==> config.mk <==
export PLATFORM = sky130hd
export DESIGN_NAME = mem_arbiter_flat
export DESIGN_NICKNAME = d
export VERILOG_FILES = /design/src/rtl/mem_arbiter_if.sv /design/src/rtl/mem_arbiter.sv /design/src/flat_wrapper.sv
export SDC_FILE = /design/constraint.sdc
export NUM_CORES = 1
export LEC_CHECK = 0
export ABC_AREA = 0
export CORE_AREA = 5 5 158 160
export CTS_BUF_LIST = sky130_fd_sc_hd__clkbuf_2 sky130_fd_sc_hd__clkbuf_4 sky130_fd_sc_hd__clkbuf_8
export CTS_CLUSTER_SIZE = 40
export DETAILED_ROUTE_END_ITERATION = 8
export DIE_AREA = 0 0 163 165
export GPL_ROUTABILITY_DRIVEN = 0
export GPL_TIMING_DRIVEN = 1
export MAX_ROUTING_LAYER = met4
export SLEW_MARGIN = 5
export SYNTH_ARGS = -nofsm -noshare
export SYNTH_HDL_FRONTEND = slang
export SYNTH_SLANG_ARGS = --single-unit
export TNS_END_PERCENT = 20
==> constraint.sdc <==
create_clock -name clk -period 3.65 [get_ports clk]
set_clock_uncertainty 0.2 [all_clocks]
set_input_delay 0.365 -clock clk [delete_from_list [all_inputs] [get_ports clk]]
set_output_delay 0.365 -clock clk [all_outputs]
set_load 0.005 [all_outputs]
==> src/rtl/mem_arbiter_if.sv <==
// Bundle of requester-side and SDRAM-side Avalon-MM signals around the arbiter.
// The master modport is the arbiter's view; slave is the surrounding system.
interface mem_arbiter_if #(
   parameter int NUM_REQ = 4,
   parameter int AW      = 32,
   parameter int DW      = 32
);
   logic [NUM_REQ*AW-1:0] r_address;
   logic [NUM_REQ-1:0]    r_read;
   logic [NUM_REQ-1:0]    r_write;
   logic [NUM_REQ*DW-1:0] r_writedata;
   logic [NUM_REQ-1:0]    r_lock;
   logic [NUM_REQ-1:0]    r_waitrequest;
   logic [DW-1:0]         r_readdata;
   logic [NUM_REQ-1:0]    r_readdatavalid;

   logic [AW-1:0]         m_address;
   logic                  m_read;
   logic                  m_write;
   logic [DW-1:0]         m_writedata;
   logic                  m_waitrequest;
   logic                  m_readdatavalid;
   logic [DW-1:0]         m_readdata;

   logic                  busy;

   modport master (
      input  r_address, r_read, r_write, r_writedata, r_lock,
      input  m_waitrequest, m_readdatavalid, m_readdata,
      output r_waitrequest, r_readdata, r_readdatavalid,
      output m_address, m_read, m_write, m_writedata, busy
   );

   modport slave (
      output r_address, r_read, r_write, r_writedata, r_lock,
      output m_waitrequest, m_readdatavalid, m_readdata,
      input  r_waitrequest, r_readdata, r_readdatavalid,
      input  m_address, m_read, m_write, m_writedata, busy
   );
endinterface

==> src/rtl/mem_arbiter.sv <==
// Round-robin arbiter with lock override sharing one SDRAM Avalon-MM master
// among NUM_REQ requesters, one outstanding transaction at a time.
//
//   state   | meaning
//   --------+-------------------------------------------------------------
//   IDLE    | no transaction; pick a winner when any request is pending
//   ISSUE   | latched command on m_*; waiting for m_waitrequest to drop
//   WAIT_RD | read accepted; waiting for m_readdatavalid
module mem_arbiter #(
   parameter int NUM_REQ = 4,
   parameter int AW      = 32,
   parameter int DW      = 32
) (
   input  logic                clk,
   input  logic                rst,
   mem_arbiter_if.master       bus
);
   localparam int GW = (NUM_REQ > 1) ? $clog2(NUM_REQ) : 1;

   typedef enum logic [1:0] {IDLE, ISSUE, WAIT_RD} state_t;

   state_t              state_q;
   logic [GW-1:0]       grant_q;
   logic [GW-1:0]       last_grant_q;
   logic [GW-1:0]       lock_id_q;
   logic                lock_hold_q;
   logic                m_read_q;
   logic                m_write_q;
   logic [AW-1:0]       addr_q;
   logic [DW-1:0]       wdata_q;

   logic [NUM_REQ-1:0]  pending;
   logic [GW-1:0]       win_d;
   logic [GW:0]         sum;
   logic                found;
   logic [NUM_REQ-1:0]  r_waitreq_c;
   logic [NUM_REQ-1:0]  r_rdvalid_c;

   assign pending = bus.r_read | bus.r_write;

   // Round-robin search starting just after the last completed grant.
   always_comb begin
      win_d = last_grant_q;
      found = 1'b0;
      sum   = '0;
      for (int k = 1; k <= NUM_REQ; k++) begin
         sum = {1'b0, last_grant_q} + (GW+1)'(k);
         if (sum >= (GW+1)'(NUM_REQ)) sum = sum - (GW+1)'(NUM_REQ);
         if (!found && pending[sum[GW-1:0]]) begin
            found = 1'b1;
            win_d = sum[GW-1:0];
         end
      end
      if (lock_hold_q && pending[lock_id_q]) win_d = lock_id_q;
   end

   always_ff @(posedge clk or posedge rst) begin
      if (rst) begin
         state_q      <= IDLE;
         grant_q      <= '0;
         last_grant_q <= GW'(NUM_REQ-1);
         lock_id_q    <= '0;
         lock_hold_q  <= 1'b0;
         m_read_q     <= 1'b0;
         m_write_q    <= 1'b0;
         addr_q       <= '0;
         wdata_q      <= '0;
      end else begin
         case (state_q)
            IDLE: begin
               if (|pending) begin
                  grant_q   <= win_d;
                  addr_q    <= bus.r_address[int'(win_d)*AW +: AW];
                  wdata_q   <= bus.r_writedata[int'(win_d)*DW +: DW];
                  m_write_q <= bus.r_write[win_d];
                  m_read_q  <= ~bus.r_write[win_d];
                  state_q   <= ISSUE;
               end
            end
            ISSUE: begin
               if (!bus.m_waitrequest) begin
                  m_read_q  <= 1'b0;
                  m_write_q <= 1'b0;
                  if (m_write_q) begin
                     last_grant_q <= grant_q;
                     lock_hold_q  <= bus.r_lock[grant_q];
                     lock_id_q    <= grant_q;
                     state_q      <= IDLE;
                  end else begin
                     state_q      <= WAIT_RD;
                  end
               end
            end
            WAIT_RD: begin
               if (bus.m_readdatavalid) begin
                  last_grant_q <= grant_q;
                  lock_hold_q  <= bus.r_lock[grant_q];
                  lock_id_q    <= grant_q;
                  state_q      <= IDLE;
               end
            end
            default: state_q <= IDLE;
         endcase
      end
   end

   // Accept and read-data strobes must follow the SDRAM in the same cycle.
   always_comb begin
      r_waitreq_c = '1;
      r_rdvalid_c = '0;
      if (state_q == ISSUE && !bus.m_waitrequest) r_waitreq_c[grant_q] = 1'b0;
      if (state_q == WAIT_RD) r_rdvalid_c[grant_q] = bus.m_readdatavalid;
   end

   assign bus.r_waitrequest   = r_waitreq_c;
   assign bus.r_readdatavalid = r_rdvalid_c;
   assign bus.r_readdata      = bus.m_readdata;
   assign bus.m_address       = addr_q;
   assign bus.m_writedata     = wdata_q;
   assign bus.m_read          = m_read_q;
   assign bus.m_write         = m_write_q;
   assign bus.busy            = (state_q != IDLE);
endmodule

==> src/flat_wrapper.sv <==
// flat-port wrapper written by rule: the top's interface ports become plain ports
module mem_arbiter_flat 
#(
   parameter int NUM_REQ = 4,
   parameter int AW      = 32,
   parameter int DW      = 32
)
  (clk, rst, bus_r_address, bus_r_read, bus_r_write, bus_r_writedata, bus_r_lock, bus_m_waitrequest, bus_m_readdatavalid, bus_m_readdata, bus_r_waitrequest, bus_r_readdata, bus_r_readdatavalid, bus_m_address, bus_m_read, bus_m_write, bus_m_writedata, bus_busy);
  mem_arbiter_if #(.NUM_REQ(NUM_REQ), .AW(AW), .DW(DW)) bus_i ();
  input  logic clk;
  input  logic rst;
  input wire logic [$bits(bus_i.r_address)-1:0] bus_r_address;
  input wire logic [$bits(bus_i.r_read)-1:0] bus_r_read;
  input wire logic [$bits(bus_i.r_write)-1:0] bus_r_write;
  input wire logic [$bits(bus_i.r_writedata)-1:0] bus_r_writedata;
  input wire logic [$bits(bus_i.r_lock)-1:0] bus_r_lock;
  input wire logic [$bits(bus_i.m_waitrequest)-1:0] bus_m_waitrequest;
  input wire logic [$bits(bus_i.m_readdatavalid)-1:0] bus_m_readdatavalid;
  input wire logic [$bits(bus_i.m_readdata)-1:0] bus_m_readdata;
  output wire logic [$bits(bus_i.r_waitrequest)-1:0] bus_r_waitrequest;
  output wire logic [$bits(bus_i.r_readdata)-1:0] bus_r_readdata;
  output wire logic [$bits(bus_i.r_readdatavalid)-1:0] bus_r_readdatavalid;
  output wire logic [$bits(bus_i.m_address)-1:0] bus_m_address;
  output wire logic [$bits(bus_i.m_read)-1:0] bus_m_read;
  output wire logic [$bits(bus_i.m_write)-1:0] bus_m_write;
  output wire logic [$bits(bus_i.m_writedata)-1:0] bus_m_writedata;
  output wire logic [$bits(bus_i.busy)-1:0] bus_busy;
  assign bus_i.r_address = bus_r_address;
  assign bus_i.r_read = bus_r_read;
  assign bus_i.r_write = bus_r_write;
  assign bus_i.r_writedata = bus_r_writedata;
  assign bus_i.r_lock = bus_r_lock;
  assign bus_i.m_waitrequest = bus_m_waitrequest;
  assign bus_i.m_readdatavalid = bus_m_readdatavalid;
  assign bus_i.m_readdata = bus_m_readdata;
  assign bus_r_waitrequest = bus_i.r_waitrequest;
  assign bus_r_readdata = bus_i.r_readdata;
  assign bus_r_readdatavalid = bus_i.r_readdatavalid;
  assign bus_m_address = bus_i.m_address;
  assign bus_m_read = bus_i.m_read;
  assign bus_m_write = bus_i.m_write;
  assign bus_m_writedata = bus_i.m_writedata;
  assign bus_busy = bus_i.busy;
  mem_arbiter #(.NUM_REQ(NUM_REQ), .AW(AW), .DW(DW)) u_core (.clk(clk), .rst(rst), .bus(bus_i));
endmodule
; Word-level counts from Yosys, hierarchy flattened
; Index checks and enable logic that the tools add are counted.
[totals]
ff_bits = 75
input_bits = 304
output_inout_bits = 107
word_cells = 108
[op_classes]
add_sub_neg = 8
order_cmp = 12
eq_ne = 6
shifts = 2
mux = 48
bitwise_logic = 4
reduce_logical = 19
[op_table]
columns = cell, n
row1 = indexed part select 128 x 8 -> 32 bit, 2
row2 = two-way mux 2 bit, 16
row3 = less-than comparator 2 x 3 -> 1 bit (second input constant), 7
row4 = two-way mux 1 bit, 17
row5 = binary-select mux 1 bit (select 2 bit), 7
row6 = greater-or-equal comparator 3 bit (second input constant), 4
row7 = two-way mux 4 bit, 2
row8 = subtractor 2 x 1 -> 2 bit (second input constant), 4
row9 = adder 2 x 2 -> 3 bit (second input constant), 2
row10 = logical AND 1 bit, 6
row11 = one-hot mux 1 bit (2 select lines), 3
row12 = one-hot mux 2 bit (3 select lines), 1
row13 = AND reduction 3 bit, 2
row14 = nonzero test 2 bit, 3
row15 = AND 4 bit, 1
row16 = zero test 1 bit, 4
row17 = != test 2 x 1 -> 1 bit (second input constant), 2
row18 = != test 2 bit (second input constant), 2
row19 = NOT 4 bit, 1
row20 = OR 4 bit, 1
row21 = one-hot mux 2 bit (2 select lines), 1
row22 = AND reduction 4 bit, 1
row23 = OR reduction 4 bit, 1
row24 = adder 2 x 1 -> 3 bit (second input constant), 1
row25 = 8 further kinds, 8

; Depth between registers and ports, before layout
; Gate-level depths: netlist (run 1).
[logic_depth]
depth_word = 21
ltp_mapped = 9
mapped_depth_nobuf = 6

; Worst setup path after synthesis (run 1)
; Ideal clock, no wire load.
[synth_timing]
kind = reg-to-reg
startpoint = register u_core.lock_id_q[0]
endpoint = register u_core.m_write_q (netlist: u_core.bus.m_write)
setup_ns = 0.126
arrival_ns = 1.951
required_ns = 3.324
setup_slack_ns = 1.373
path_stages_with_launch = 8
n_path_buf = 1
synth_period_minus_slack_ns = 2.277
path_cell_list = dfrtp_1 > nor4b_2 > a311oi_2 > a22oi_1 > a22o_1 > buf_6 > mux2_4 > a311o_1
[synth_via]
elab_chain_cells = 8
[synth_rtl]
columns = element, line
row1 = start: declaration, mem_arbiter.sv:25  ; logic [GW-1:0] lock_id_q;
row2 = start signal: assignment, mem_arbiter.sv:87  ; lock_id_q <= grant_q;
row3 = start signal: assignment, mem_arbiter.sv:98  ; lock_id_q <= grant_q;
row4 = binary-select mux 1 bit (select 2 bit), mem_arbiter.sv:54  ; if (lock_hold_q && pending[lock_id_q]) win_d = lock_id_q;
row5 = two-way mux 1 bit (not written as such), mem_arbiter.sv:54
row6 = logical AND 1 bit, mem_arbiter.sv:54
row7 = two-way mux 2 bit (*), mem_arbiter.sv:54
row8 = binary-select mux 1 bit (select 2 bit) (*), mem_arbiter.sv:75  ; m_write_q <= bus.r_write[win_d];
row9 = two-way mux 1 bit (not written as such) (*), mem_arbiter.sv:75
row10 = two-way mux 1 bit (*), mem_arbiter.sv:71  ; if (|pending) begin
row11 = one-hot mux 1 bit (2 select lines) (*), mem_arbiter.sv:69  ; case (state_q)
row12 = end signal: assignment, mem_arbiter.sv:75
row13 = end: declaration, mem_arbiter.sv:28  ; logic m_write_q;
; Mark *: on every way between the ends. The rest lies on a longest branch, timed or not. The select of a mux whose other input is x is not followed.
; A chain may end at the register's enable or synchronous reset.

; Final worst setup path (run 1)
[layout_timing]
startpoint = input bus_r_write[3]
endpoint = register u_core.addr_q[14] (netlist: u_core.bus.m_address[14])
[layout_via]
elab_chain_cells = 15
word_cells_on_any_way = 29
cone_classes = shift: 1 / mux: 18 / bitwise: 1 / reduce/logical: 9
[layout_rtl]
columns = element, line
row1 = start: declaration, flat_wrapper.sv:14  ; input wire logic [$bits(bus_i.r_write)-1:0] bus_r_write;
row2 = OR 4 bit (*), mem_arbiter.sv:39  ; assign pending = bus.r_read | bus.r_write;
row3 = binary-select mux 1 bit (select 2 bit), mem_arbiter.sv:49  ; if (!found && pending[sum[GW-1:0]]) begin
row4 = two-way mux 1 bit (not written as such), mem_arbiter.sv:49
row5 = two-way mux 1 bit, mem_arbiter.sv:49
row6 = zero test 1 bit, mem_arbiter.sv:49
row7 = logical AND 1 bit, mem_arbiter.sv:49
row8 = two-way mux 1 bit, mem_arbiter.sv:49
row9 = zero test 1 bit, mem_arbiter.sv:49
row10 = logical AND 1 bit, mem_arbiter.sv:49
row11 = two-way mux 1 bit, mem_arbiter.sv:49
row12 = zero test 1 bit, mem_arbiter.sv:49
row13 = logical AND 1 bit, mem_arbiter.sv:49
row14 = two-way mux 2 bit, mem_arbiter.sv:49
row15 = two-way mux 2 bit, mem_arbiter.sv:54
row16 = indexed part select 128 x 8 -> 32 bit, mem_arbiter.sv:73  ; addr_q <= bus.r_address[int'(win_d)*AW +: AW];
row17 = end signal: assignment, mem_arbiter.sv:73
row18 = end: declaration, mem_arbiter.sv:29  ; logic [AW-1:0] addr_q;
; Marks and branches as above.

==> out/metrics.cfg, run 1 <==
[run_status]
status=finished clean

[synthesis]
yosys.area.top_type=dfrtp_1
synth_most_common_cell=dfrtp_1
synthArstFlopShare=1.00
yosysWarnings=0
avgSynthCellArea_sq_um=9.96
syn_nets=791
synth_cell_types=45
synth_area_leaders=dfrtp_1, mux2i_1, a22oi_1
syn_inst=487
synth-seq-cells=75
yosysTopAreaCellShare=0.377
seq_area_frac_synth=0.388
synth_ff_type=dfrtp_1
synth-edff-count=0
synthTopCellsByCount=dfrtp_1, a22oi_1, nand3_1, o211ai_1, mux2i_1
netlist_area_sq_um=4850

[timing]
fin_tns_setup_ns=0
post-route-period-util=0.764
rsz0062_at_grt=false
tightest_slew_ns=0.936
slew_violations=0
hold_viol_final=0
final-setup-viol-count=0
relSlewSlack=0.375
period_needed_ns=2.79
timing.fmax_ghz=0.359

[detailed_routing]
wirelength_um=21100
ant_nets=0
dr_total_vias=5233
wl_per_cell_um=19.2
firstDrtPassIters=5
drt_iter0_drc=306
avgViaCountPerCell=4.74
drc=0

[clocking]
cts-root-buf=clkbuf_8
cts.path.max_buffers=2
clkTransAtPathRegs_ns=0.08
cts_hold_buf=0
htreeDepth=3
post_cts_buffers=0
cts_tree=done
cts-resized-gates=0
worstSkewPairLatency_ns=0.36
cts_made_buffers=9
clkSinkCount=75

[place]
port_buffers=346
placed_cells=1088
dp_hpwl_um=16300

[critical_path]
slowest_delay_ns=0.75
critPathSlowestCell=nor2_4
crit_fanout=33
cp_top_family=simple AND/OR/NAND/NOR gates
arrival_ns=2.85
start_kind=input pin
path_cells=clkdlybuf4s50_1, nor2_1, a311oi_2, a211oi_1, nor2_4, buf_12, nand3_1, o211ai_1
critPathKind=in2reg
crit_path_end_kind=register
worstPathRequired_ns=3.72
path_buf_inv=2

[layout]
nFillCells=2382
fin_util=0.374
area.growth.synth_to_final_pct=79.4
nNetsFinal=1084
instances_no_fill=1104
final_layout_size_suffix_gt1_frac=0.0637
n_antenna_cell=0

[power_and_ir_drop]
sw_frac_of_total=0.408
peakVddDrop_v=0.000518
power.internal_mw=4.03
power_mw=6.80
combPwrFrac=0.639
p_leak_nw=3.28
switchingPower_mw=2.77
clkPwrFrac=0.124
pwr-share-seq=0.237
power_density_nw_per_um2=781

[global_routing]
grt_pass1_wl_um=31800
grt_max_degree=69
grt_pass1_vias=5610
grt_usage=0.155
grt-ovfl-total=0
antenna_found_initial=0

[flow_run]
maxCapViolCount=0

[die]
chipHeight_um=165
io_pins=411
die_x_um=163
core_sq_um=23300
rows=56
start_util=0.208
die_area_sq_um=26900

[hold_path]
hp-class=in2async

[power by group through the flow]
stage	clock [mW]	combinational (mW)	sequential (mW)
global route	0.907	4.75	1.67
finish	0.842	4.35	1.61
floorplan	0	2.61	1.57
global placement	0	4.39	1.62
detailed placement	0	4.42	1.62
CTS	0.884	4.43	1.61
[cell families after synthesis]
| family | Yosys count | share of synthesized area |
|---|---|---|
| AO/OA/AOI/OAI | 154 | 0.243 |
| buffers and inverters | 82 | 0.104 |
| flip-flops | 75 | 0.388 |
| multiplexers | 71 | 0.151 |
| AND/OR/NAND/NOR | 105 | 0.114 |
[worst paths after layout]
path	slack, ns	depth (start not counted)	endpoint	start
worst max-delay path	0.86	8	u_core.bus.m_address[14]	bus_r_write[3]
worst min-delay path	0.20	2	u_core.bus.m_writedata[27]	rst
worst max register to register	0.89	7	u_core.bus.m_address[14]	u_core.state_q[1]
worst min register to register	0.34	2	u_core.bus.m_address[3]	u_core.bus.m_address[3]
max in group asynchronous	2.33	3	u_core.last_grant_q[0]	rst
min in group clk	0.34	2	u_core.bus.m_address[3]	u_core.bus.m_address[3]
[worst register-to-register path, stage by stage, from the launching register on]
cell and delay, ns:
dfrtp_1 0.44, or2_1 0.29, a21oi_1 0.33, nand2_1 0.16, nor2_4 0.73, buf_12 0.29, nand3_1 0.12, o211ai_1 0.12
[registers in the layout (all words and copies together), names as in the netlist]
name,cells
u_core.bus.m_writedata,32
u_core.bus.m_address,32
u_core.lock_hold_q,1
u_core.bus.m_write,1
u_core.bus.m_read,1
u_core.state_q,2
u_core.lock_id_q,2
u_core.grant_q,2
u_core.last_grant_q,2
[stage by stage]
step                setup WS [ns]  area [sq um]  hold WS, ns
floorplan                    1.18          4850        0.295
global placement            0.482          8450        0.313
detailed placement          0.424          8450        0.321
CTS                         0.801          8700        0.187
global route                0.586          8700        0.251
finish                      0.862          8700        0.201
[layer usage]
metal  vias up  global-route usage  part of all wire
met4         0              0.0667             0.032
met3        35              0.0289             0.071
met2       275               0.254              0.48
li1       2445                   -                 -
met1      2478               0.188              0.41
met5         -                   -                 0
[cells in the final DEF, fill, tap and decap left out, types with 4 or more instances in the layout]
master,count
nand2_1,6
clkbuf_8,11
buf_4,7
nor3b_1,4
a22oi_1,67
nor2_1,9
mux2i_1,64
o211ai_1,65
nand3b_1,4
nor3_1,6
mux2_2,5
clkdlybuf4s50_1,346
dfrtp_1,73
buf_12,7
nand3_1,65
[layout make-up]
cell class / instances / area, sq um / share of cell area
Clock buffer: 12 / 159 / 0.0183
Clock inverter: 4 / 97.6 / 0.0112
Inverter: 4 / 16.3 / 0.00187
Multi-Input combinational cell: 330 / 2490 / 0.287
Sequential cell: 75 / 1880 / 0.216
Tap cell: 319 / 399 / 0.0459
Timing Repair Buffer: 360 / 3660 / 0.420
Power figures use the tool's default switching activity.
==> run 2, diff against run 1 <==
Clock period 3.65 ns to 2.24 ns, I/O delays scaled along.
==> out/metrics.cfg, run 2 (synthesis results as in run 1) <==
[power_and_ir_drop]
peakVddDrop_v=0.000587  ; was 0.000518 V
p_leak_nw=3.59  ; was 3.28 nW
power_mw=12.2  ; was 6.80 mW
power_density_nw_per_um2=1310  ; was 781 nW/um^2

[layout]
final_layout_size_suffix_gt1_frac=0.153  ; was 0.0637
layout_common_cells=clkdlybuf4s50_1, dfrtp_1, nand3_1, o211ai_1, mux2i_1  ; was clkdlybuf4s50_1, dfrtp_1, a22oi_1
instances_no_fill=1158  ; was 1104
mostFrequentLayoutCell=clkdlybuf4s50_1  ; unchanged
area.growth.synth_to_final_pct=92.5  ; was 79.4%
nNetsFinal=1138  ; was 1084
n_antenna_cell=0  ; unchanged

[die]
rows=56  ; unchanged
io_pins=411  ; unchanged
die_x_um=163  ; unchanged
core_sq_um=23300  ; unchanged
die_area_sq_um=26900  ; unchanged
chipHeight_um=165  ; unchanged
start_util=0.208  ; unchanged

[critical_path]
path_buf_inv=4  ; was 2
cp-startpoint=bus_r_read[1]  ; was bus_r_write[3]
crit_fanout=14  ; was 33
worstPathRequired_ns=2.30  ; was 3.72 ns
critPathSlowestCell=clkdlybuf4s50_1  ; was nor2_4
slowest_delay_ns=0.64  ; was 0.75 ns
arrival_ns=2.42  ; was 2.85 ns
crit_top_cell=buf_4
crit_path_end_kind=register  ; unchanged
cp_top_family=buffers and inverters  ; was simple AND/OR/NAND/NOR gates
start_kind=input pin  ; unchanged
path_cells=clkdlybuf4s50_1, nor4b_4, a311oi_4, a22oi_2, buf_4, a221oi_4, buf_4, buf_12, a22oi_1, o211ai_1  ; was clkdlybuf4s50_1, nor2_1, a311oi_2, a211oi_1, nor2_4, buf_12, nand3_1, o211ai_1
critPathKind=in2reg  ; unchanged
worstReg2RegStart=u_core.lock_id_q[1]  ; was u_core.state_q[1]

[global_routing]
antenna_found_initial=0  ; unchanged
grt-ovfl-total=0  ; unchanged
grtUsageMet1=0.187  ; was 0.188
grt_pass1_vias=5798  ; was 5610
grt_max_degree=45  ; was 69
busiest_layer=met2  ; unchanged
use_met3=0.0384  ; was 0.0289
grt_usage=0.159  ; was 0.155
grt_use_met2=0.268  ; was 0.254
grt_pass1_wl_um=32300  ; was 31800 um

[clocking]
htreeDepth=3  ; unchanged
clkTransAtPathRegs_ns=0.09  ; was 0.08 ns
cts_tree=done  ; unchanged
worstSkewPairLatency_ns=0.36  ; about the same
cts.path.max_buffers=2  ; unchanged
cts_made_buffers=9  ; unchanged
cts_hold_buf=0  ; unchanged
cts-root-buf=clkbuf_8  ; unchanged
clkSinkCount=75  ; unchanged

[flow_run]
maxCapViolCount=0  ; unchanged

[detailed_routing]
drt_iter0_drc=321  ; was 306
wirelength_um=22000  ; was 21100 um
drc=0  ; unchanged
wl_per_cell_um=19.0  ; was 19.2 um
avgViaCountPerCell=4.67  ; was 4.74
dr_total_vias=5406  ; was 5233
ant_nets=0  ; unchanged
firstDrtPassIters=4  ; was 5

[timing]
rsz0062_at_grt=true  ; was false
fin_tns_setup_ns=-3.90  ; was 0 ns
period_needed_ns=2.35
final-setup-viol-count=56  ; was 0
hold-worst-slack_ns=0.0770  ; was 0.201 ns
post-route-period-util=1.05
fin_ws_ns=-0.111  ; was 0.862 ns
slew_violations=0  ; unchanged
tightest_slew_ns=0.498  ; was 0.936 ns
hold_viol_final=0  ; unchanged
timing.fmax_ghz=0.425
relSlewSlack=0.667  ; was 0.375

[place]
dp_slack_ns=-0.499  ; was 0.424 ns
placed_cells=1132  ; was 1088
port_buffers=346  ; unchanged
dp_hpwl_um=17000  ; was 16300 um

[hold_path]
hp-class=in2async  ; unchanged

[run_status]
violations=negative setup slack
status=finished, violations left  ; was finished clean

[run 2: timing repair]
item                       CTS  global route
pin swaps                    5             9
gates resized for setup     13            25
setup buffers                5             3
setup endpoints to repair   72            70
gates cloned                 2             1
[run 2: layout make-up]
class | count | area [sq um]
clock buffer | 10 | 131
clock inverter | 6 | 42.5
fill | 2366 | 13900
inverter | 4 | 18.8
multi-input combinational | 330 | 2640
sequential | 75 | 1880
tap | 319 | 399
timing repair buffer | 414 | 4220
[run 2: per-stage QoR]
step / utilization / area (sq um)
4_1_cts: 0.395 / 9190
6_report: 0.401 / 9330
3_5_place_dp: 0.382 / 8880
2_1_floorplan: - / 4850
3_3_place_gp: 0.382 / 8880
5_1_grt: 0.401 / 9330
[run 2: path summary, 6_finish.rpt]
check,end,slack (ns),cells past startpoint
worst max-delay path,u_core.bus.m_writedata[21],-0.11,10
min in group clk,u_core.bus.m_address[8],0.23,3
worst min-delay path,u_core.bus.m_address[30],0.08,3
max in group asynchronous,u_core.last_grant_q[0],1.44,3
worst max register to register,u_core.bus.m_writedata[21],-0.09,9
worst min register to register,u_core.bus.m_writedata[5],0.34,2
[run 2: worst min-delay path, stage by stage]
cell             delay, ns
clkdlybuf4s50_1       0.44
clkinvlp_4            0.13
buf_12                0.21
[run 2: power by group]
group,switching (mW),leakage [nW],internal (mW)
sequential,0.515,0.915,2.10
clock,0.574,0.0857,0.415
combinational,3.84,2.59,4.76
total,4.93,3.59,7.28
[run 2: layer usage]
metal,share of wire,wire length [um],up-vias
li1,-,-,2555
met1,0.41,8960,2574
met2,0.50,11100,248
met3,0.073,1600,29
met4,0.018,388,0
met5,0,0,-
==> run 3, diff against run 2 <==
Settings changed: CORE_AREA 5 5 158 160 to 2 2 160 162, DIE_AREA 0 0 163 165 to 0 0 162 164.
==> out/metrics.cfg, run 3 (synthesis results as in run 1) <==
[clocking]
clkTransAtPathRegs_ns=0.09  ; about the same
cts_made_buffers=9  ; unchanged
htreeDepth=3  ; unchanged
clkSinkCount=75  ; unchanged
cts.path.max_buffers=2  ; unchanged
worstSkewPairLatency_ns=0.37  ; was 0.36 ns
cts-root-buf=clkbuf_8  ; unchanged
cts_hold_buf=0  ; unchanged
cts_tree=done  ; unchanged

[layout]
nFillCells=2536  ; was 2366
stdcell_area_sq_um=9450  ; was 9330 sq um
layout_common_cells=clkdlybuf4s50_1, dfrtp_1, nand3_1, o211ai_1, mux2i_1  ; unchanged
fin_util=0.381  ; was 0.401
register_area_sq_um=1880  ; unchanged
final_layout_size_suffix_gt1_frac=0.155  ; was 0.153
multiInputGateArea_sq_um=2610  ; was 2640 sq um
instances_no_fill=1182  ; was 1158
area.growth.synth_to_final_pct=94.9  ; was 92.5%
mostFrequentLayoutCell=clkdlybuf4s50_1  ; unchanged
nNetsFinal=1149  ; was 1138

[power_and_ir_drop]
peakVddDrop_v=0.000680  ; was 0.000587 V
power_mw=12.6  ; was 12.2 mW
power_density_nw_per_um2=1340  ; was 1310 nW/um^2
p_leak_nw=3.67  ; was 3.59 nW

[timing]
period_needed_ns=2.35  ; about the same
tightest_slew_ns=0.456  ; was 0.498 ns
fin_tns_setup_ns=-4.81  ; was -3.90 ns
fin_ws_ns=-0.110  ; was -0.111 ns
relSlewSlack=0.696  ; was 0.667
hold-worst-slack_ns=0.108  ; was 0.0770 ns
timing.fmax_ghz=0.425  ; about the same
hold_viol_final=0  ; unchanged
slew_violations=0  ; unchanged
rsz0062_at_grt=true  ; unchanged
final-setup-viol-count=66  ; was 56
post-route-period-util=1.05  ; about the same

[global_routing]
grt_max_degree=76  ; was 45
antenna_found_initial=2  ; was 0
grt-ovfl-total=0  ; unchanged
grt_pass1_vias=5503  ; was 5798
grt_pass1_wl_um=31400  ; was 32300 um
grt_usage=0.159  ; about the same

[critical_path]
crit_fanout=16  ; was 14
arrival_ns=2.44  ; was 2.42 ns
critPathKind=in2reg  ; unchanged
reg2reg_depth=8  ; was 9
worstPathRequired_ns=2.33  ; was 2.30 ns
start_kind=input pin  ; unchanged
crit_path_end_kind=register  ; unchanged

[die]
core_sq_um=24800  ; was 23300 sq um
die_area_sq_um=26600  ; was 26900 sq um
start_util=0.195  ; was 0.208
chipHeight_um=164  ; was 165 um
die_x_um=162  ; was 163 um
rows=58  ; was 56
io_pins=411  ; unchanged

[detailed_routing]
drc=0  ; unchanged
wl_per_cell_um=18.7  ; was 19.0 um
dr_total_vias=5450  ; was 5406
wirelength_um=22100  ; was 22000 um
ant_nets=0  ; unchanged
drt_iter0_drc=240  ; was 321
avgViaCountPerCell=4.61  ; was 4.67
firstDrtPassIters=4  ; unchanged

[run_status]
violations=negative setup slack  ; unchanged
status=finished, violations left  ; unchanged

[place]
placed_cells=1152  ; was 1132
dp_hpwl_um=16100  ; was 17000 um
port_buffers=346  ; unchanged
post_dp_cell_area_sq_um=8920  ; was 8880 sq um
dp_slack_ns=-0.480  ; was -0.499 ns

[hold_path]
hp-class=in2async  ; unchanged

[flow_run]
maxCapViolCount=0  ; unchanged

run 3: cell count changes in the layout (fill, tap and decap cells not counted), moves of 2 or more:
cell	change
buf_4	+10
a22oi_1	+5
a22oi_2	-5
clkinvlp_4	-2
diode_2	+2
run 3: final cells by class:
type                    instances  area share
clock inverters                 6     0.00702
multi-input cells             330       0.276
flip-flops and latches         75       0.199
clock buffers                  10      0.0139
diodes                          2    0.000530
well taps                     330      0.0437
inverters                       4     0.00199
repair buffers                425       0.458
run 3: path summary, 6_finish.rpt:
check / from / end / slack [ns]
min in group clk: bus_m_waitrequest / u_core.state_q[0] / 0.23
worst max-delay path: bus_r_write[3] / u_core.bus.m_writedata[23] / -0.11
worst min register to register: u_core.bus.m_address[27] / u_core.bus.m_address[27] / 0.34
max in group asynchronous: rst / u_core.last_grant_q[0] / 1.34
worst min-delay path: rst / u_core.bus.m_writedata[27] / 0.11
worst max register to register: u_core.lock_id_q[1] / u_core.bus.m_writedata[7] / -0.09
run 3: where the power goes:
group          total [mW]  switching, mW  leakage (nW)  internal [mW]
clock                1.14          0.610         0.104          0.531
sequential           2.62          0.517         0.915           2.10
combinational        8.86           3.91          2.65           4.95
run 3: repair_timing:
item / 4_1_cts / 5_1_grt
cloned: 1 / 2
endpoints found under the setup margin: 68 / 72
buffers inserted: 2 / 7
pin swaps: 5 / 3
gates resized for setup: 15 / 16
run 3: worst max-delay path: stages:
cell             delay (ns)
clkdlybuf4s50_1        0.53
nor2_1                 0.13
a311oi_4               0.36
a22oi_2                0.15
buf_4                  0.16
a221oi_4               0.31
buf_12                 0.19
buf_12                 0.17
a22oi_1                0.09
o211ai_1               0.10
run 3: metal layers:
metal / vias up / share of wire / global-route usage / routed length (um)
met1: 2599 / 0.42 / 0.188 / 9210
met5: - / 0 / - / 0
met3: 33 / 0.070 / 0.0381 / 1550
met2: 243 / 0.49 / 0.267 / 10900
li1: 2575 / - / - / -
met4: 0 / 0.019 / 0.0511 / 418
